**config.mk**
```make
export PLATFORM = sky130hd
export DESIGN_NAME = cipher_out_buffer
export DESIGN_NICKNAME = d
export VERILOG_FILES = /design/src/rtl/cipher_out_buffer.sv
export SDC_FILE = /design/constraint.sdc
export NUM_CORES = 1
export LEC_CHECK = 0
export BUFFER_PORTS_ARGS = -buffer_cell sky130_fd_sc_hd__buf_4
export CORE_ASPECT_RATIO = 1.25
export CORE_UTILIZATION = 45
export CTS_CLUSTER_DIAMETER = 30
export CTS_CLUSTER_SIZE = 25
export DETAILED_ROUTE_END_ITERATION = 8
export GPL_TIMING_DRIVEN = 0
export PLACE_DENSITY = 0.65
export REMOVE_ABC_BUFFERS = 1
export SLEW_MARGIN = 20
export SYNTH_ARGS = -nofsm -noshare
export SYNTH_HDL_FRONTEND = slang
export SYNTH_SLANG_ARGS = --single-unit
```
**constraint.sdc**
```tcl
create_clock -name clk -period 4.25 [get_ports clk]
set_input_delay 0.425 -clock clk [delete_from_list [all_inputs] [get_ports clk]]
set_output_delay 0.425 -clock clk [all_outputs]
set_load 0.005 [all_outputs]
```
**src/rtl/cipher_out_buffer.sv**
```systemverilog
// Buffers final-round AES blocks and streams each one out as four 32-bit words, MSW first.
// Latency: a block pushed into an empty buffer is presented as word 0 the cycle after its edge.
// Backpressure: out_ready stalls the word stream; input cannot stall, so a full buffer drops the block and sets overflow.
module cipher_out_buffer #(
    parameter int DEPTH = 4
) (
    input  logic                     clk,
    input  logic                     rst,
    input  logic                     in_valid,
    input  logic [127:0]             in_block,
    input  logic                     out_ready,
    output logic [31:0]              out_word,
    output logic                     out_valid,
    output logic                     out_last,
    output logic [$clog2(DEPTH):0]   level,
    output logic                     overflow
);

    localparam int AW = $clog2(DEPTH);

    logic [127:0]  mem [DEPTH];
    logic [AW-1:0] wp;
    logic [AW-1:0] rp;
    logic [AW:0]   cnt;
    logic [1:0]    widx;

    logic          full;
    logic          xfer;
    logic          pop;
    logic          push_ok;
    logic          drop;
    logic [127:0]  head;

    // Full/empty come from the block count only; the pointers wrap freely.
    assign full      = (cnt == (AW+1)'(DEPTH));
    assign out_valid = (cnt != '0);
    assign xfer      = out_valid && out_ready;
    assign pop       = xfer && (widx == 2'd3);
    // A pop on the same edge frees the slot the incoming block needs.
    assign push_ok   = in_valid && (!full || pop);
    assign drop      = in_valid && full && !pop;
    assign head      = mem[rp];
    assign out_last  = out_valid && (widx == 2'd3);
    assign level     = cnt;

    // Select the current word of the head block; zero when nothing is held.
    always_comb begin
        out_word = 32'd0;
        if (out_valid) begin
            case (widx)
                2'd0:    out_word = head[127:96];
                2'd1:    out_word = head[95:64];
                2'd2:    out_word = head[63:32];
                default: out_word = head[31:0];
            endcase
        end
    end

    // Block storage; contents are don't-care until written, so no reset.
    always_ff @(posedge clk) begin
        if (push_ok) begin
            mem[wp] <= in_block;
        end
    end

    // Pointers, block count, word index and the sticky drop flag.
    always_ff @(posedge clk or posedge rst) begin
        if (rst) begin
            wp       <= '0;
            rp       <= '0;
            cnt      <= '0;
            widx     <= 2'd0;
            overflow <= 1'b0;
        end else begin
            if (push_ok) begin
                wp <= wp + AW'(1);
            end
            if (xfer) begin
                widx <= widx + 2'd1;
            end
            if (pop) begin
                rp <= rp + AW'(1);
            end
            case ({push_ok, pop})
                2'b10:   cnt <= cnt + (AW+1)'(1);
                2'b01:   cnt <= cnt - (AW+1)'(1);
                default: cnt <= cnt;
            endcase
            if (drop) begin
                overflow <= 1'b1;
            end
        end
    end

endmodule
```
* Yosys cells after proc, flatten, opt, wreduce, memory -nomap -nowiden *
Memory sizes are Yosys's and may differ from the RTL's.
Index checks and enable logic that the tools add are counted.

word-level totals
  register bits after elaboration = 10
  latch bits = 0
  RAM bits = 512
  bits in read-only memories = 0
  output and inout port bits = 38
  memories kept = 1

operators by class
  add/sub/neg operators = 5
  multiply operators = 0
  div/mod/pow operators = 0
  $lt $le $gt $ge = 0
  eq/ne operators = 6
  shifts and indexed selects = 0
  mux-type cells = 5
  bitwise gates (word level) = 0
  reductions and logical operators = 12

memories
  memory  words  width  read ports  clocked after memory_dff  write ports  RTL line  RTL
  mem     4      128    1           0                         1            21        logic [127:0] mem [DEPTH];

operator list
  kind                                                 number
  case mux 32 bit (3 select lines)                     1
  2-to-1 mux 32 bit                                    1
  adder 2 x 1 -> 2 bit, second input constant          3
  equality test 2 bit, second input constant           3
  logical AND 1 bit                                    6
  case mux 3 bit (2 select lines)                      1
  equality test 2 x 1 -> 1 bit, second input constant  2
  adder 3 x 1 -> 3 bit, second input constant          1
  equality test 3 bit, second input constant           1
  nonzero test 3 bit                                   1
  subtractor 3 x 1 -> 3 bit, second input constant     1
  logical NOT 1 bit                                    2
  logical NOT 2 bit                                    1
  2-to-1 mux 1 bit                                     2
  nonzero test 2 bit                                   1
  logical OR 1 bit                                     1

* Depth between registers and ports, before layout *
Gate-level depths: netlist of run 1.

  depth after elaboration = 7
  gate-level depth with buffers = 8

* Worst setup path after synthesis of run 1 *
Ideal clock, no wire load.

  path type = register to register
  start point = reg widx[0]
  end point = mem mem[2][0] (enable)
  data arrival time = 4.123 ns
  required time = 3.748 ns
  slack = -0.376 ns
  cell stages (with the launch flop) = 5
  buffers on the path = 0
  clock period less this slack = 4.626 ns
  path through = dfrtp_1 ha_1 nand2_1 a31oi_1 and2_1

on the way
  cells in the longest elaborated chain, start to end = 6

ends and longest elaborated chain
  item                                    RTL line  RTL
  start: declaration                      25        logic [1:0] widx;
  start signal: assignment                79        widx <= widx + 2'd1;
  equality test 2 bit                     38        assign pop = xfer && (widx == 2'd3);
  logical AND 1 bit                       38
  logical OR 1 bit                        40        assign push_ok = in_valid && (!full || pop);
  logical AND 1 bit                       40
  2-to-1 mux 1 bit                        61        if (push_ok) begin
  2-to-1 mux 1 bit (implied by the code)  62        mem[wp] <= in_block;
  end: declaration                        21

Every way passes these cells.

* Worst setup path after layout of run 1 *
  start point = reg rp[1]
  end point = out out_word[19]

on the way
  cells in the longest elaborated chain, start to end = 3

ends and longest elaborated chain
  item                              RTL line  RTL
  start: declaration                23        logic [AW-1:0] rp;
  start signal: assignment          82        rp <= rp + AW'(1);
  memory read (4 x 128 bit)         n/a
  case mux 32 bit (3 select lines)  50        case (widx)
  2-to-1 mux 32 bit                 49        if (out_valid) begin
  end: declaration                  12        output logic [31:0] out_word,

Every way passes these cells.

==> reports/qor.yml, run 1 <==
status: "finished with violations"
violations: "DRC"
min_path_type: "in2reg"
cts_root_buf: "clkbuf_16"
synth_top_cells_by_area: "edfxtp_1, mux2i_1, mux4_2"
syn_inst: 1130
synth_top_cell_area_share_pct: 75.0
p_int_uw: 14200
grt-ovfl-total: 0
clk_pin_slew_ns: 0.05
yosysSeqAreaShare_pct: 76.2
power.leakage_uw: 0.00975
setup-tns-final_ns: 0
fmax_mhz: 269
vias: 11600
area_delta_synth_final_pct: 33.0
grt_pass1_vias: 12100
ys_seq_elements: 522
post_drt_wl_per_cell_um: 21.9
drtPass1Iterations: 6
gp_congestion: 0.726
layout-drive-gt1-share_pct: 27.9
grt_pass1_wl_mm: 69.7
syn_avg_cell_area_um2: 18.1
endpoint_kind: "output port"
tightest_slew_ns: 0.768
synth-async-reset-ratio_pct: 1.92
rows: 87
h-tree-depth: 3
path_cells: "buf_16, nand2b_4, nor2_1, a2111oi_2, a21oi_1, buf_4"
crit_arrival_ns: 3.29
whs_path_depth: 2
period_minus_slack_ns: 3.72
slew_violations: 0
fin_nets: 1624
p_sw_uw: 6350
cts_tree: "built"
ant_nets: 0
drc: 18
clk_latency_ns: 0.62
yosysTopAreaCell: "edfxtp_1"
totalWireLength_mm: 46.9
drv_cap: 0
ys_warn_count: 0
combPwrFrac_pct: 28.6
p_clk_share_pct: 36.5
io_buffers: 169
rsz0062_at_grt: "false"
finalHoldViolCount: 0
die_y_um: 241
cts_resized: 0
synth_cell_type_count: 41
fp.dieArea_mm2: 0.0464
grt_antenna_before_repair: 2
slew_headroom_pct: 48.8
worstPathRequired_ns: 3.83
initial_core_util_pct: 45.5
grt_usage_pct: 20.4
dpl.hpwl_mm: 25.9
cts_sinks: 522
ctsLongestPathBuffers: 3
synth_top_flop_cell: "edfxtp_1"
switching_share_pct: 31.0
pwr-share-seq_pct: 34.9
slowest_stage: "dfrtp_4"
cts_buffers: 94
cp-start-kind: "register"
die_x_um: 193
setup-violations-final: 0
drt-initial-drc-count: 604
path_class: "reg2out"
io_pins: 170
power.density_mw_per_mm2: 752
grt_max_degree: 50
skew_ns: 0.0171
synth_edf_count: 512
syn_area_mm2: 0.0205
critPathMaxStageDelay_ns: 0.81
vias_per_cell: 5.42
p_total_uw: 20500
min_period_over_period_pct: 87.5
peakVddDrop_mv: 0.366
core_area_mm2: 0.0451
crit_fanout: 42
post_cts_buffers: 0
ff2ff_path_depth: 6
cell usage in the layout, fill, tap and decap left out, types with 2 or more instances in the layout:
cell type / netlist / final
xor2_1: 2 / 2
nand3_1: 32 / 32
ha_1: 9 / 7
edfxtp_1: 512 / 512
diode_2: 0 / 2
mux2i_1: 154 / 154
a2111oi_2: 29 / 29
inv_6: 0 / 18
nor2b_1: 2 / 2
clkinv_2: 0 / 5
nor2_1: 64 / 64
o22ai_1: 31 / 31
nand3b_1: 2 / 2
clkinv_1: 0 / 5
clkbuf_16: 0 / 94
clkinv_4: 0 / 11
mux4_2: 34 / 34
nand2_1: 9 / 7
inv_8: 0 / 8
dfrtp_1: 10 / 8
bufinv_16: 0 / 10
nand4_1: 2 / 2
buf_4: 15 / 169
clkinvlp_4: 0 / 14
o21ai_0: 67 / 67
dfrtp_4: 0 / 2
clkbuf_1: 20 / 7
clkinv_8: 0 / 3
ha_4: 0 / 2
buf_16: 0 / 13
inv_1: 10 / 9
a21oi_1: 66 / 66
and2_4: 0 / 4
dlygate4sd3_1: 0 / 129
a2111oi_0: 2 / 2
xnor2_1: 4 / 4
buf_12: 0 / 11
final timing paths:
| kind | start | to | slack [ns] |
|---|---|---|---|
| setup / recovery | rp[1] | out_word[19] | 0.53 |
| hold / removal | in_valid | overflow | 0.13 |
| setup reg to reg | widx[0] | mem[1][14] | 1.19 |
| hold reg to reg | overflow | overflow | 0.48 |
| max in group asynchronous | rst | rp[1] | 3.54 |
| min in group asynchronous | rst | level[1] | 0.37 |
worst max-delay path: cells and delay by family (launching register included):
| family | cells | cell delay [ns] |
|---|---|---|
| AO/OA/AOI/OAI | 2 | 0.54 |
| buffers and inverters | 2 | 0.49 |
| flip-flops | 1 | 0.81 |
| AND/OR/NAND/NOR | 2 | 0.81 |
Yosys cell counts, types with 5 or more instances:
| library cell | instances |
|---|---|
| a2111oi_2 | 29 |
| a21oi_1 | 66 |
| and2_1 | 5 |
| buf_2 | 24 |
| buf_4 | 15 |
| buf_6 | 7 |
| clkbuf_1 | 20 |
| dfrtp_1 | 10 |
| edfxtp_1 | 512 |
| ha_1 | 9 |
| inv_1 | 10 |
| mux2i_1 | 154 |
| mux4_2 | 34 |
| nand2_1 | 9 |
| nand3_1 | 32 |
| nor2_1 | 64 |
| o21ai_0 | 67 |
| o22ai_1 | 31 |
timing repair:
action / in CTS / in global routing
endpoints found under the setup margin: 0 / 0
hold buffers: 129 / 0
endpoints found under the hold margin: 519 / 0
power by group through the flow:
stage          combinational [uW]  clock [uW]  sequential, uW
3_5_place_dp                 5850           0            7260
3_3_place_gp                 4730           0            7870
4_1_cts                      5970        7580            7170
2_1_floorplan                3300           0            7690
5_1_grt                      6320        7820            7250
6_report                     5870        7480            7160
cells by family after synthesis:
group | synth area share [%]
DFF | 76.2
AOI/OAI and AO/OA | 6.77
muxes | 11.3
and+or+nand+nor | 2.69
buffers and inverters | 2.07
adders and majority gates | 0.647
xor gates and xnor gates | 0.256
per-stage QoR:
step           hold slack (ns)  utilization [%]  std cells  area [um2]  setup slack (ns)
2_1_floorplan            0.265                -       1064       20100             -3.25
3_3_place_gp             0.438             49.0       1811       22100             -7.98
3_5_place_dp             0.443             50.5       1835       22700              1.10
4_1_cts                 0.0938             60.5       2139       27300             0.438
5_1_grt                  0.138             60.5       2141       27300             0.249
6_report                 0.132             60.5       2141       27300             0.532
sequential cells by signal, indices dropped and copies added (netlist names):
register,flops
mem,512
overflow,1
rp,2
widx,2
level,3
wp,2
per-layer routing:
metal | global-route usage [%] | vias to the layer above | wire (um)
met5 | 0 | - | 0
li1 | - | 5280 | -
met2 | 34.3 | 298 | 23800
met1 | 26.1 | 5960 | 20000
met3 | 3.98 | 63 | 2310
met4 | 7.61 | 0 | 888
final cells by class:
cell class	instances	area, um2
diodes	2	5.00
well taps	578	723
multi-input cells	532	4500
inverters	10	37.5
clock inverters	74	842
flip-flops and latches	522	15600
repair buffers	322	3140
clock buffers	101	2380
fillers	3314	17800
Note: power is estimated with default switching activity, not from simulation.
==> inputs of run 2 (changes only) <==
--- a/config.mk
+++ b/config.mk
@@ -6,6 +6,7 @@
 export NUM_CORES = 1
 export LEC_CHECK = 0
 export BUFFER_PORTS_ARGS = -buffer_cell sky130_fd_sc_hd__buf_4
+export CAP_MARGIN = 10
 export CORE_ASPECT_RATIO = 1.25
 export CORE_UTILIZATION = 45
 export CTS_CLUSTER_DIAMETER = 30
@@ -13,6 +14,7 @@
 export DETAILED_ROUTE_END_ITERATION = 8
 export GPL_TIMING_DRIVEN = 0
 export PLACE_DENSITY = 0.65
+export RECOVER_POWER = 100
 export REMOVE_ABC_BUFFERS = 1
 export SLEW_MARGIN = 20
 export SYNTH_ARGS = -nofsm -noshare
==> constraint.sdc (replaced) <==
create_clock -name clk -period 4.25 [get_ports clk]
set_input_delay 1.275 -clock clk [delete_from_list [all_inputs] [get_ports clk]]
set_output_delay 1.275 -clock clk [all_outputs]
set_load 0.005 [all_outputs]
==> reports/qor.yml, run 2 (same netlist as run 1, synthesis figures left out) <==
crit_fanout: 15  # -64%
worst-path-buf-inv: 2  # unchanged
gp_congestion: 0.726  # unchanged
cts_buffers: 94  # unchanged
min_period_over_period_pct: 97.3  # +9.8 points
place_area_mm2: 0.0227  # unchanged
pwr-share-seq_pct: 34.6  # -0.3 points
post-route-util_pct: 56.8  # -3.7 points
vias_per_cell: 5.57  # +2.7%
rows: 87  # unchanged
dpl.hpwl_mm: 25.9  # unchanged
p_int_uw: 14100  # -0.34%
final_cell_mix: "edfxtp_1, mux2i_1, clkbuf_1"
drtPass1Iterations: 7  # +1
grt_pass1_wl_mm: 69.4  # -0.43%
skew_ns: 0.0209  # +0.00376 ns
cts_tree: "built"
fin_nets: 1506  # -7.3%
path_class: "reg2out"
crit_family: "compound AO/OA/AOI/OAI gates"
holdWs_ns: 0.482  # +0.349 ns
layout-drive-gt1-share_pct: 21.1  # -6.8 points
totalWireLength_mm: 47.9  # +2.0%
cts_root_buf: "clkbuf_16"
grt-ovfl-total: 0  # unchanged
top_register: "mem"
multi_input_area_mm2: 0.00450  # -0.14%
cts_sinks: 522  # unchanged
switching_share_pct: 31.3  # +0.37 points
ctsLongestPathBuffers: 3  # unchanged
fp.dieArea_mm2: 0.0464  # unchanged
cp-start-kind: "register"
initial_core_util_pct: 45.5  # unchanged
endpoint_kind: "output port"
violations: "DRC, capacitance limit, slew limit"
post_drt_wl_per_cell_um: 23.7  # +7.9%
min_path_type: "reg2reg"
path_cells: "inv_1, ha_1, nand2b_4, nor2_1, a2111oi_1, a21oi_1, buf_4"
power.leakage_uw: 0.00879  # -9.8%
grt_max_degree: 50  # unchanged
h-tree-depth: 3  # unchanged
die_y_um: 241  # unchanged
grt_pass1_vias: 11700  # -3.7%
drt-initial-drc-count: 702  # +16%
largest_register_ffs: 512  # unchanged
p_sw_uw: 6440  # +1.4%
nFillCells: 3501  # +5.6%
tightest_slew_ns: 1.95  # +1.18 ns
rsz0062_at_grt: "false"
setup-violations-final: 0  # unchanged
period_minus_slack_ns: 4.13  # +0.415 ns
drc: 18  # unchanged
fmax_mhz: 242  # -10%
io_buffers: 169  # unchanged
clk_pin_slew_ns: 0.05  # about the same
final_common_cell: "edfxtp_1"
grt_antenna_before_repair: 6  # +4
stdcell_area_mm2: 0.0256  # -6.1%
die_x_um: 193  # unchanged
dp_cells: 1835  # unchanged
peakVddDrop_mv: 0.359  # -1.9%
critPathMaxStageDelay_ns: 0.48  # -0.33 ns
clk_latency_ns: 0.62  # about the same
slowest_stage: "dfrtp_1"
power.density_mw_per_mm2: 803  # +6.7%
ant_nets: 0  # unchanged
fin_cells: 2024  # -5.5%
core_area_mm2: 0.0451  # unchanged
crit_arrival_ns: 2.86  # -0.43 ns
drv_cap: 3  # +3
slew_violations: 76  # +76
p_clk_share_pct: 36.4  # about the same
area_delta_synth_final_pct: 25.0
status: "finished with violations"
finalHoldViolCount: 0  # unchanged
p_total_uw: 20600  # +0.20%
worstPathRequired_ns: 2.97  # -0.86 ns
io_pins: 170  # unchanged
vias: 11300  # -2.9%
grt_usage_pct: 20.6  # +0.23 points
slew_headroom_pct: -29.9  # -79 points
combPwrFrac_pct: 29.0  # +0.4 points
area.sequential_mm2: 0.0156  # unchanged
## run 2: area by class of cell
cell class              count  area share (%)
repair buffers            203            5.81
clock buffers             101            9.29
well taps                 578            2.82
inverters                  10           0.147
diodes                      3          0.0293
flip-flops and latches    522            61.1
multi-input cells         533            17.6
clock inverters            74            3.29
## run 2: stage by stage
step / setup WS (ns) / setup TNS [ns]
finish: 0.116 / 0
global route: 0.00328 / 0
CTS: 0.0129 / 0
detailed placement: 0.245 / 0
global placement: -8.83 / -2259.61
floorplan: -4.10 / -644.06
## run 2: final timing paths
path | start | endpoint | slack, ns | cells after the start
max | widx[0] | out_word[26] | 0.12 | 7
min | overflow | overflow | 0.48 | 1
max reg2reg | widx[0] | mem[0][104] | 0.28 | 6
min in group asynchronous | rst | widx[0] | 0.66 | 2
min reg2reg | overflow | overflow | 0.48 | 1
max in group asynchronous | rst | rp[1] | 3.25 | 2
## run 2: per-layer routing
metal / routed length, um / vias up / GRT usage (%)
met4: 1170 / 8 / 8.11
met2: 23900 / 326 / 34.6
met5: 57 / - / 0
met1: 20000 / 5792 / 26.0
li1: - / 5053 / -
met3: 2830 / 88 / 4.51
## run 2: timing repair
item	in CTS	in global routing
gates resized for setup	4	3
hold buffers	0	0
endpoints found under the setup margin	32	14
setup buffers	8	1
cloned	1	1
pin swaps	3	1
## run 2: power groups by stage
stage | registers [uW] | clock network [uW] | logic, uW
finish | 7100 | 7490 | 5960
global placement | 7870 | 0 | 4730
detailed placement | 7260 | 0 | 5850
global route | 7190 | 7820 | 6420
floorplan | 7690 | 0 | 3300
CTS | 7100 | 7580 | 6150
